File: config.mk
export PLATFORM = sky130hd
export DESIGN_NAME = rs_bank
export DESIGN_NICKNAME = d
export VERILOG_FILES = /design/src/rtl/rs_bank.sv
export SDC_FILE = /design/constraint.sdc
export NUM_CORES = 2
export LEC_CHECK = 0
export CORE_MARGIN = 2
export CORE_UTILIZATION = 30
export CTS_CLUSTER_DIAMETER = 50
export CTS_CLUSTER_SIZE = 20
export DETAILED_ROUTE_END_ITERATION = 8
export GPL_TIMING_DRIVEN = 1
export PLACE_DENSITY = 0.53
export SLEW_MARGIN = 5
export SYNTH_ARGS = -nofsm -noshare
export SYNTH_HDL_FRONTEND = slang
export SYNTH_SLANG_ARGS = --single-unit
File: constraint.sdc
create_clock -name clock -period 5.69 [get_ports clock]
set_clock_uncertainty 0.2 [all_clocks]
set_input_delay 0.569 -clock clock [delete_from_list [all_inputs] [get_ports clock]]
set_output_delay 0.569 -clock clock [all_outputs]
set_load 0.01 [all_outputs]
File: src/rtl/rs_bank.sv
// rs_bank: parametrised reservation-station bank.
// NUM_ENTRIES slots hold the payload, the destination tag and two source operands.
// NUM_CDB broadcast ports wake waiting sources. Select is oldest-first through an age matrix.
// Optional feature macro: RS_WAKEUP_BYPASS_EN. When defined, a source matched on the
// CDB this cycle counts as ready for select, and its operand is forwarded straight to issue.
module rs_bank #(
    parameter int NUM_ENTRIES = 8,
    parameter int NUM_CDB     = 2,
    parameter int TAG_W       = 5,
    parameter int DATA_W      = 32,
    parameter int PAYLOAD_W   = 64
) (
    input  logic                              clock,
    input  logic                              reset,
    input  logic                              dispatch_valid,
    output logic                              dispatch_ready,
    input  logic [PAYLOAD_W-1:0]              disp_payload,
    input  logic [TAG_W-1:0]                  disp_dest_tag,
    input  logic [TAG_W-1:0]                  disp_rs1_tag,
    input  logic [TAG_W-1:0]                  disp_rs2_tag,
    input  logic                              disp_rs1_ready,
    input  logic                              disp_rs2_ready,
    input  logic [DATA_W-1:0]                 disp_rs1_value,
    input  logic [DATA_W-1:0]                 disp_rs2_value,
    input  logic [NUM_CDB-1:0]                cdb_valid,
    input  logic [NUM_CDB*TAG_W-1:0]          cdb_tag,
    input  logic [NUM_CDB*DATA_W-1:0]         cdb_value,
    output logic                              issue_valid,
    input  logic                              issue_ack,
    output logic [PAYLOAD_W-1:0]              issue_payload,
    output logic [TAG_W-1:0]                  issue_dest_tag,
    output logic [DATA_W-1:0]                 issue_rs1_value,
    output logic [DATA_W-1:0]                 issue_rs2_value,
    input  logic                              squash,
    output logic [$clog2(NUM_ENTRIES+1)-1:0]  free_count
);

    localparam int FC_W  = $clog2(NUM_ENTRIES + 1);
    localparam int IDX_W = $clog2(NUM_ENTRIES);

    // Returns {hit, value} for a tag. The lowest-index valid port that matches wins.
    function automatic logic [DATA_W:0] cdb_lookup(
        input logic [TAG_W-1:0]          tag,
        input logic [NUM_CDB-1:0]        vld,
        input logic [NUM_CDB*TAG_W-1:0]  tags,
        input logic [NUM_CDB*DATA_W-1:0] vals
    );
        logic [DATA_W:0] res;
        res = '0;
        for (int p = NUM_CDB - 1; p >= 0; p--) begin
            if (vld[p] && (tags[p*TAG_W +: TAG_W] == tag)) begin
                res = {1'b1, vals[p*DATA_W +: DATA_W]};
            end else begin
                res = res;
            end
        end
        return res;
    endfunction

    // Slot state
    logic [NUM_ENTRIES-1:0] busy_q, busy_d;
    logic [NUM_ENTRIES-1:0] rs1_rdy_q, rs1_rdy_d;
    logic [NUM_ENTRIES-1:0] rs2_rdy_q, rs2_rdy_d;
    logic [TAG_W-1:0]       rs1_tag_q [NUM_ENTRIES];
    logic [TAG_W-1:0]       rs1_tag_d [NUM_ENTRIES];
    logic [TAG_W-1:0]       rs2_tag_q [NUM_ENTRIES];
    logic [TAG_W-1:0]       rs2_tag_d [NUM_ENTRIES];
    logic [DATA_W-1:0]      rs1_val_q [NUM_ENTRIES];
    logic [DATA_W-1:0]      rs1_val_d [NUM_ENTRIES];
    logic [DATA_W-1:0]      rs2_val_q [NUM_ENTRIES];
    logic [DATA_W-1:0]      rs2_val_d [NUM_ENTRIES];
    logic [TAG_W-1:0]       dest_q    [NUM_ENTRIES];
    logic [TAG_W-1:0]       dest_d    [NUM_ENTRIES];
    logic [PAYLOAD_W-1:0]   payload_q [NUM_ENTRIES];
    logic [PAYLOAD_W-1:0]   payload_d [NUM_ENTRIES];
    // age_q[j][i] = 1 means slot j is older than slot i
    logic [NUM_ENTRIES-1:0] age_q     [NUM_ENTRIES];
    logic [NUM_ENTRIES-1:0] age_d     [NUM_ENTRIES];
    logic [FC_W-1:0]        free_count_q, free_count_d;
    logic                   dispatch_ready_q, dispatch_ready_d;

    // Wakeup matches and selection helpers
    logic [NUM_ENTRIES-1:0] rs1_hit_s, rs2_hit_s;
    logic [DATA_W-1:0]      rs1_cdb_s [NUM_ENTRIES];
    logic [DATA_W-1:0]      rs2_cdb_s [NUM_ENTRIES];
    logic                   disp_rs1_hit_s, disp_rs2_hit_s;
    logic [DATA_W-1:0]      disp_rs1_cdb_s, disp_rs2_cdb_s;
    logic [NUM_ENTRIES-1:0] slot_rdy_s;
    logic [DATA_W-1:0]      op1_s [NUM_ENTRIES];
    logic [DATA_W-1:0]      op2_s [NUM_ENTRIES];
    logic [IDX_W-1:0]       sel_idx_s;
    logic                   sel_found_s;
    logic [IDX_W-1:0]       disp_idx_s;
    logic                   disp_found_s;
    logic                   dispatch_fire_s;
    logic                   issue_fire_s;

    assign dispatch_ready = dispatch_ready_q;
    assign free_count     = free_count_q;

    // Compare every stored source tag and every dispatching source tag against the CDB
    always_comb begin
        for (int i = 0; i < NUM_ENTRIES; i++) begin
            {rs1_hit_s[i], rs1_cdb_s[i]} = cdb_lookup(rs1_tag_q[i], cdb_valid, cdb_tag, cdb_value);
            {rs2_hit_s[i], rs2_cdb_s[i]} = cdb_lookup(rs2_tag_q[i], cdb_valid, cdb_tag, cdb_value);
        end
        {disp_rs1_hit_s, disp_rs1_cdb_s} = cdb_lookup(disp_rs1_tag, cdb_valid, cdb_tag, cdb_value);
        {disp_rs2_hit_s, disp_rs2_cdb_s} = cdb_lookup(disp_rs2_tag, cdb_valid, cdb_tag, cdb_value);
    end

    // Readiness and operand values used by select (registered, or with same-cycle forwarding)
    always_comb begin
        for (int i = 0; i < NUM_ENTRIES; i++) begin
`ifdef RS_WAKEUP_BYPASS_EN
            slot_rdy_s[i] = busy_q[i] & (rs1_rdy_q[i] | rs1_hit_s[i]) & (rs2_rdy_q[i] | rs2_hit_s[i]);
            op1_s[i]      = rs1_rdy_q[i] ? rs1_val_q[i] : rs1_cdb_s[i];
            op2_s[i]      = rs2_rdy_q[i] ? rs2_val_q[i] : rs2_cdb_s[i];
`else
            slot_rdy_s[i] = busy_q[i] & rs1_rdy_q[i] & rs2_rdy_q[i];
            op1_s[i]      = rs1_val_q[i];
            op2_s[i]      = rs2_val_q[i];
`endif
        end
    end

    // Oldest-first select: a ready slot wins when no other ready slot is older than it
    always_comb begin
        logic older_v;
        sel_idx_s   = '0;
        sel_found_s = 1'b0;
        for (int i = 0; i < NUM_ENTRIES; i++) begin
            older_v = 1'b0;
            for (int j = 0; j < NUM_ENTRIES; j++) begin
                if (slot_rdy_s[j] && age_q[j][i]) begin
                    older_v = 1'b1;
                end else begin
                    older_v = older_v;
                end
            end
            if (slot_rdy_s[i] && !older_v && !sel_found_s) begin
                sel_idx_s   = IDX_W'(i);
                sel_found_s = 1'b1;
            end else begin
                sel_found_s = sel_found_s;
            end
        end
    end

    // Lowest-index free slot receives the next dispatch
    always_comb begin
        disp_idx_s   = '0;
        disp_found_s = 1'b0;
        for (int i = 0; i < NUM_ENTRIES; i++) begin
            if (!busy_q[i] && !disp_found_s) begin
                disp_idx_s   = IDX_W'(i);
                disp_found_s = 1'b1;
            end else begin
                disp_found_s = disp_found_s;
            end
        end
        dispatch_fire_s = dispatch_valid & dispatch_ready_q & disp_found_s;
        issue_fire_s    = issue_ack & sel_found_s;
    end

    // Present the selected slot. All issue data outputs are zero when nothing is ready.
    always_comb begin
        issue_valid = sel_found_s;
        if (sel_found_s) begin
            issue_payload   = payload_q[sel_idx_s];
            issue_dest_tag  = dest_q[sel_idx_s];
            issue_rs1_value = op1_s[sel_idx_s];
            issue_rs2_value = op2_s[sel_idx_s];
        end else begin
            issue_payload   = '0;
            issue_dest_tag  = '0;
            issue_rs1_value = '0;
            issue_rs2_value = '0;
        end
    end

    // Next slot state: wakeup, issue free, dispatch write, then squash overriding everything
    always_comb begin
        logic [FC_W-1:0] fc_v;
        busy_d    = busy_q;
        rs1_rdy_d = rs1_rdy_q;
        rs2_rdy_d = rs2_rdy_q;
        for (int i = 0; i < NUM_ENTRIES; i++) begin
            rs1_tag_d[i] = rs1_tag_q[i];
            rs2_tag_d[i] = rs2_tag_q[i];
            rs1_val_d[i] = rs1_val_q[i];
            rs2_val_d[i] = rs2_val_q[i];
            dest_d[i]    = dest_q[i];
            payload_d[i] = payload_q[i];
            age_d[i]     = age_q[i];
        end

        for (int i = 0; i < NUM_ENTRIES; i++) begin
            if (busy_q[i] && !rs1_rdy_q[i] && rs1_hit_s[i]) begin
                rs1_rdy_d[i] = 1'b1;
                rs1_val_d[i] = rs1_cdb_s[i];
            end else begin
                rs1_rdy_d[i] = rs1_rdy_d[i];
            end
            if (busy_q[i] && !rs2_rdy_q[i] && rs2_hit_s[i]) begin
                rs2_rdy_d[i] = 1'b1;
                rs2_val_d[i] = rs2_cdb_s[i];
            end else begin
                rs2_rdy_d[i] = rs2_rdy_d[i];
            end
        end

        if (issue_fire_s) begin
            busy_d[sel_idx_s] = 1'b0;
        end else begin
            busy_d = busy_d;
        end

        if (dispatch_fire_s) begin
            busy_d[disp_idx_s]    = 1'b1;
            rs1_tag_d[disp_idx_s] = disp_rs1_tag;
            rs2_tag_d[disp_idx_s] = disp_rs2_tag;
            rs1_rdy_d[disp_idx_s] = disp_rs1_ready | disp_rs1_hit_s;
            rs2_rdy_d[disp_idx_s] = disp_rs2_ready | disp_rs2_hit_s;
            rs1_val_d[disp_idx_s] = disp_rs1_ready ? disp_rs1_value : disp_rs1_cdb_s;
            rs2_val_d[disp_idx_s] = disp_rs2_ready ? disp_rs2_value : disp_rs2_cdb_s;
            dest_d[disp_idx_s]    = disp_dest_tag;
            payload_d[disp_idx_s] = disp_payload;
            // The new slot is younger than every slot already busy
            age_d[disp_idx_s]     = '0;
            for (int j = 0; j < NUM_ENTRIES; j++) begin
                age_d[j][disp_idx_s] = busy_q[j];
            end
        end else begin
            busy_d = busy_d;
        end

        if (squash) begin
            busy_d = '0;
            for (int i = 0; i < NUM_ENTRIES; i++) begin
                age_d[i] = '0;
            end
        end else begin
            busy_d = busy_d;
        end

        fc_v = '0;
        for (int i = 0; i < NUM_ENTRIES; i++) begin
            fc_v = fc_v + FC_W'(~busy_d[i]);
        end
        free_count_d     = fc_v;
        dispatch_ready_d = (fc_v != {FC_W{1'b0}});
    end

    // Slot, age and occupancy registers
    always_ff @(posedge clock or negedge reset) begin
        if (!reset) begin
            busy_q           <= '0;
            rs1_rdy_q        <= '0;
            rs2_rdy_q        <= '0;
            free_count_q     <= FC_W'(NUM_ENTRIES);
            dispatch_ready_q <= 1'b1;
            for (int i = 0; i < NUM_ENTRIES; i++) begin
                rs1_tag_q[i] <= '0;
                rs2_tag_q[i] <= '0;
                rs1_val_q[i] <= '0;
                rs2_val_q[i] <= '0;
                dest_q[i]    <= '0;
                payload_q[i] <= '0;
                age_q[i]     <= '0;
            end
        end else begin
            busy_q           <= busy_d;
            rs1_rdy_q        <= rs1_rdy_d;
            rs2_rdy_q        <= rs2_rdy_d;
            free_count_q     <= free_count_d;
            dispatch_ready_q <= dispatch_ready_d;
            for (int i = 0; i < NUM_ENTRIES; i++) begin
                rs1_tag_q[i] <= rs1_tag_d[i];
                rs2_tag_q[i] <= rs2_tag_d[i];
                rs1_val_q[i] <= rs1_val_d[i];
                rs2_val_q[i] <= rs2_val_d[i];
                dest_q[i]    <= dest_d[i];
                payload_q[i] <= payload_d[i];
                age_q[i]     <= age_d[i];
            end
        end
    end

endmodule

Yosys cells after proc, flatten, opt, wreduce, memory -nomap -nowiden
Index checks and enable logic that the tools add are counted.
- reduce and logical (&&, ||, !) cells: 203
- magnitude comparators: 7
- add/subtract/negate cells: 7
- bitwise operators: 36
- equality and inequality tests: 36
- mux-type cells: 217
- operators with widths (kind ; count):
    $mux 33 ; 36
    $mux 32 ; 25
    $bwmux 256 ; 2
    $bwmux 512 ; 1
    $mux 256 ; 2
    $mux 64 ; 6
    $bmux 32 s3 ; 2
    $bmux 64 s3 ; 1
    $demux 64 s3 ; 1
    $eq 5x5->1 ; 36
    $logic_and 1x1->1 ; 157
    $bwmux 40 ; 3
    $mux 1 ; 100
    $demux 32 s3 ; 1
    $bwmux 8 ; 10
    $and 64x64->64 ; 1
    $not 64->64 ; 1
    $mux 8 ; 6
    $logic_not 1->1 ; 44
    $mux 3 ; 12
    $not 1->4 ; 8
    $add 4x4->4 ; 7
    $demux 8 s3 ; 1
    $mux 5 ; 4
    other kinds (15) ; 39
- register bits: 1237

Longest topological paths before layout
- word-level depth: 54
- gate-level depth with buffers: 23

Worst setup path after synthesis
No wires, ideal clock.
- kind: register -> register
- start point: reg rs2_rdy_q[2]
- end point: reg dispatch_ready_q (netlist: dispatch_ready)
- arrival: 5442 ps
- slack: -46 ps
- setup time: 94 ps
- clock period less this slack: 5736 ps
- cell stages (with the launch flop): 23
- cell sequence: dfrtp_1 and3_1 buf_4 a211oi_1 and4b_1 or4b_4 o22a_1 buf_2 clkbuf_1 buf_2 o31ai_1 a21oi_1 fa_1 inv_1 fa_1 inv_1 fa_1 inv_1 ha_1 inv_1 fa_1 inv_1 or4_1
- word-level cells in the longest chain between the ends: 51
- RTL lines (item ; RTL line ; source):
    start, declared ; 63 ; logic [NUM_ENTRIES-1:0] rs2_rdy_q, rs2_rdy_d;
    start signal, assigned ; 274 ; rs2_rdy_q <= rs2_rdy_d;
    $and 1x1->1 (*) ; 119 ; slot_rdy_s[i] = busy_q[i] & rs1_rdy_q[i] & rs2_rdy_q[i];
    $logic_and 1x1->1 ; 134 ; if (slot_rdy_s[j] && age_q[j][i]) begin
    $mux 1 (6 in a row) ; 134 ;
    $logic_not 1->1 ; 140 ; if (slot_rdy_s[i] && !older_v && !sel_found_s) begin
    $logic_and 1x1->1 ; 140 ;
    $mux 1 ; 140 ;
    $logic_not 1->1 ; 140 ;
    $logic_and 1x1->1 ; 140 ;
    [27 not listed] ; - ;
    $mux 8 (*) ; 218 ; if (dispatch_fire_s) begin
    $mux 8 (*) ; 237 ; if (squash) begin
    net busy_d[1] ; 61 ; logic [NUM_ENTRIES-1:0] busy_q, busy_d;
    $not 1->4 (*) ; 248 ; fc_v = fc_v + FC_W'(~busy_d[i]);
    $add 4x4->4 (*) (7 in a row) ; 248 ;
    net free_count_d[1] ; 79 ; logic [FC_W-1:0] free_count_q, free_count_d;
    $reduce_bool 4->1 (*) ; 251 ; dispatch_ready_d = (fc_v != {FC_W{1'b0}});
    net dispatch_ready_d ; 80 ; logic dispatch_ready_q, dispatch_ready_d;
    end signal, assigned ; 276 ; dispatch_ready_q <= dispatch_ready_d;
    end, declared ; 80 ;
The timed path passes the listed nets; every way through them passes the cells marked *.
A chain may end at the register's enable or synchronous reset.

Final worst setup path
- start point: reg rs2_rdy_q[0]
- end point: out issue_rs1_value[6]
- word-level cells in the longest chain between the ends: 39
- RTL lines (item ; RTL line ; source):
    $and 1x1->1 (*) ; 119 ;
    $logic_and 1x1->1 ; 134 ;
    $mux 1 (8 in a row) ; 134 ;
    $logic_not 1->1 ; 140 ;
    $logic_and 1x1->1 ; 140 ;
    $mux 1 ; 140 ;
    $logic_not 1->1 ; 140 ;
    $logic_and 1x1->1 ; 140 ;
    [15 not listed] ; - ;
    $mux 1 ; 140 ;
    $logic_not 1->1 ; 140 ;
    $logic_and 1x1->1 ; 140 ;
    $mux 3 ; 140 ;
    $not 3->4 (implied by the code) ; 171 ; issue_rs1_value = op1_s[sel_idx_s];
    $bmux 32 s3 ; 171 ;
    $mux 32 (implied by the code) (2 in a row) ; 171 ;
    $mux 32 (*) ; 168 ; if (sel_found_s) begin
    end, declared ; 32 ; output logic [DATA_W-1:0] issue_rs1_value,
Mark *: on every way between the ends. The rest lies on a longest branch, timed or not. The select of a mux whose other input is x is not followed.

==> results.json <==
{
  "status": "finished clean",
  "crit_fanout": 23,
  "grt_usage_pct": 23.36,
  "fin_crit_sh_pct": 99.22,
  "die_x_um": 483.2,
  "async_reset_ff_share_pct": 100.0,
  "slew_headroom_pct": 16.22,
  "drcViolationCount": 0,
  "grt_max_degree": 160,
  "die-area_um2": 233400,
  "numClockSinks": 1237,
  "fin_crit_ps": 5645,
  "reg2regPathDepth": 19,
  "nNetsFinal": 7944,
  "grt_antenna_before_repair": 33,
  "min_path_type": "input pin to asynchronous set/reset pin",
  "cts_buffers": 168,
  "p_leak_nw": 35.13,
  "required_ps": 4920,
  "tightest_slew_ps": 1253,
  "num_vias": 60670,
  "final_cells": 10870,
  "start_util_pct": 30.22,
  "grt_setup_unrepaired": "yes",
  "finalSetupViolations": 0,
  "maxCapViolCount": 0,
  "hpwl_um": 156400,
  "path_clk_slew_ps": 60,
  "synth_nets": 7954,
  "wirelength_um": 282800,
  "grt_pass1_wl_um": 414400,
  "ys_seq_area_share_pct": 44.94,
  "synthDistinctLibCells": 70,
  "finalHoldViolCount": 0,
  "ant_nets": 0,
  "path_depth": 14,
  "startpoint_type": "flop",
  "dp_cells": 10520,
  "synthCells": 7721,
  "synthFlopType": "dfrtp_1",
  "power_density_nw_per_um2": 341.7,
  "total_power_mw": 28.26,
  "drive_above_1_share_pct": 11.06,
  "dieHeight_um": 483.2,
  "via_per_inst": 5.580,
  "ys_ff_latch": 1237,
  "netlist_area_um2": 68880,
  "tns_ps": 0,
  "irDropWorstVdd_v": 0.0002772,
  "synth.avg_cell_area_um2": 8.921,
  "slowest_stage": "clkdlybuf4s50_1",
  "fmax_mhz": 177.1,
  "synth-edff-count": 0,
  "gp_congestion": 0.8917,
  "critPathArrivalTime_ps": 4880,
  "cp-end-kind": "primary output",
  "wl_per_cell_um": 26.01,
  "drt-initial-drc-count": 6273,
  "drv_slew": 0,
  "dpl-instance-area_um2": 75920,
  "core_area_um2": 227900,
  "portBuffers": 364,
  "grt_overflow": 0,
  "grt_pass1_vias": 61140,
  "clock_latency_ps": 840,
  "htree_levels": 4,
  "crit_path_cell_trace": "buf_4 > nand3_1 > o2111ai_1 > and4b_1 > or4b_4 > buf_4 > o22ai_4 > buf_12 > buf_12 > buf_16 > mux2i_1 > a221o_1 > a221oi_2 > clkdlybuf4s50_1",
  "cp_top_family": "buffers and inverters",
  "clock-root-buffer": "clkbuf_16",
  "max-clock-path-buffers": 3,
  "pin_count": 365,
  "yosysWarningCount": 0,
  "cp_num_buf_inv": 6,
  "crit_type": "flop to primary output",
  "syn2layout_area_growth_pct": 20.09,
  "critPathMaxStageDelay_ps": 620,
  "fp-row-count": 175,
  "cts_tree": "done",
  "final_area_um2": 82720,
  "first_pass_iters": 6
}
## cell usage in the layout (no fill, tap or decap), drive strengths merged, types with 99 or more instances in the layout
cell type	count
a21oi	223
a22oi	99
buf	307
clkbuf	213
clkdlybuf4s50	343
dfrtp	1235
mux2i	935
nand2	2391
nor2	125
o211ai	512
o21ai	542
xor2	144
## kinds of logic (layout without fill, tap and decap cells)
group / after synthesis / in the layout / share of synthesized area [%]
and+or+nand+nor: 2789 / 2789 / 16.18
AOI/OAI and AO/OA: 1622 / 1622 / 16.33
DFF: 1237 / 1237 / 44.94
muxes: 1014 / 1014 / 14.88
buffers and inverters: 871 / 1004 / 5.201
xor gates and xnor gates: 181 / 181 / 2.302
adders and majority gates: 7 / 7 / 0.1708
other: 0 / 9 / 0
## through the flow
stage,utilization [%],hold WS (ps),setup slack [ps]
2_1_floorplan,-,73.41,5.439
3_3_place_gp,33.31,257.0,100.6
3_5_place_dp,33.31,261.8,33.55
4_1_cts,36.16,161.4,4.950
5_1_grt,36.28,177.2,-89.72
6_report,36.29,99.98,44.51
## synth_stat cells (7+ instances only)
| library cell | number | area, µm² |
|---|---|---|
| nand3_1 | 38 | 190.2 |
| nor2_1 | 125 | 469.2 |
| buf_4 | 21 | 157.7 |
| nor4_1 | 47 | 294.0 |
| and3_1 | 94 | 588.1 |
| nand2_1 | 2391 | 8975 |
| a221o_1 | 93 | 930.9 |
| mux2i_1 | 935 | 9359 |
| buf_8 | 7 | 105.1 |
| a221oi_2 | 92 | 1381 |
| o21ai_0 | 539 | 2698 |
| o211ai_1 | 512 | 3844 |
| buf_1 | 71 | 266.5 |
| a22o_1 | 13 | 113.9 |
| dfrtp_1 | 1235 | 30900 |
| buf_2 | 85 | 425.4 |
| o2111ai_1 | 7 | 61.31 |
| nor3_1 | 21 | 105.1 |
| xnor2_1 | 37 | 324.1 |
| a22oi_1 | 99 | 743.2 |
| nand4_1 | 27 | 168.9 |
| clkbuf_1 | 658 | 2470 |
| inv_1 | 20 | 75.07 |
| nor3b_1 | 14 | 105.1 |
| mux2_2 | 79 | 889.6 |
| xor2_1 | 144 | 1261 |
| o31ai_1 | 9 | 67.56 |
| a21oi_1 | 223 | 1116 |
## final timing paths
check	startpoint	end	slack, ps
setup / recovery	rs2_rdy_q[0]	issue_rs1_value[6]	40
hold / removal	reset	op2_s[41]	100
setup reg to reg	rs2_rdy_q[0]	dispatch_ready	60
hold reg to reg	payload_q[103]	payload_q[103]	270
max in group asynchronous	reset	op1_s[120]	3490
min in group clock	payload_q[103]	payload_q[103]	270
## area by class of cell
cell class | instances | area, µm²
repair buffers | 671 | 7198
inverters | 20 | 75.07
clock buffers | 205 | 4608
fillers | 22870 | 145200
diodes | 9 | 22.52
multi-input cells | 5613 | 34770
clock inverters | 108 | 1324
well taps | 3009 | 3765
flip-flops and latches | 1237 | 30960
## worst reg2reg max path: stages, from the launching register on
cell       delay, ps
dfrtp_1          380
buf_4            160
nand3_1          200
o2111ai_1        170
and4b_1          310
or4b_4           490
o22a_4           260
o31ai_1          250
a21oi_1          170
fa_1             530
inv_1             70
fa_1             500
inv_1             50
fa_1             430
inv_1             70
ha_1             160
inv_1             70
fa_1             530
inv_1             50
or4_1            510
## power breakdown
group	switching (mW)	leakage [nW]	total [mW]	internal [mW]
clock	4.60	2.89	11.3	6.67
combinational	3.42	15.5	5.98	2.56
sequential	0.822	16.8	11.0	10.2
## sequential cells by signal (all words and copies together), names as in the netlist
name / flops
op1_s: 256
busy_q: 8
free_count: 4
dest_q: 40
payload_q: 512
op2_s: 256
rs1_tag_q: 40
rs2_tag_q: 40
rs1_rdy_q: 8
dispatch_ready: 1
age_q: 64
rs2_rdy_q: 8
## metal layers
layer | share of wire, % | GRT usage, % | vias up
met4 | 3.7 | 9.252 | 38
met2 | 47 | 38.25 | 2914
met5 | 0.079 | 0 | -
met1 | 41 | 29.83 | 30360
li1 | - | - | 26760
met3 | 8.5 | 5.194 | 596
## repair_timing
item / CTS / global route
buffers inserted: 10 / 0
gates resized for setup: 34 / 28
endpoints found under the hold margin: 97 / 0
hold buffers: 2 / 0
cloned: 7 / 8
setup endpoints to repair: 128 / 99
pin swaps: 0 / 0
Note: power is estimated with default switching activity, not from simulation.
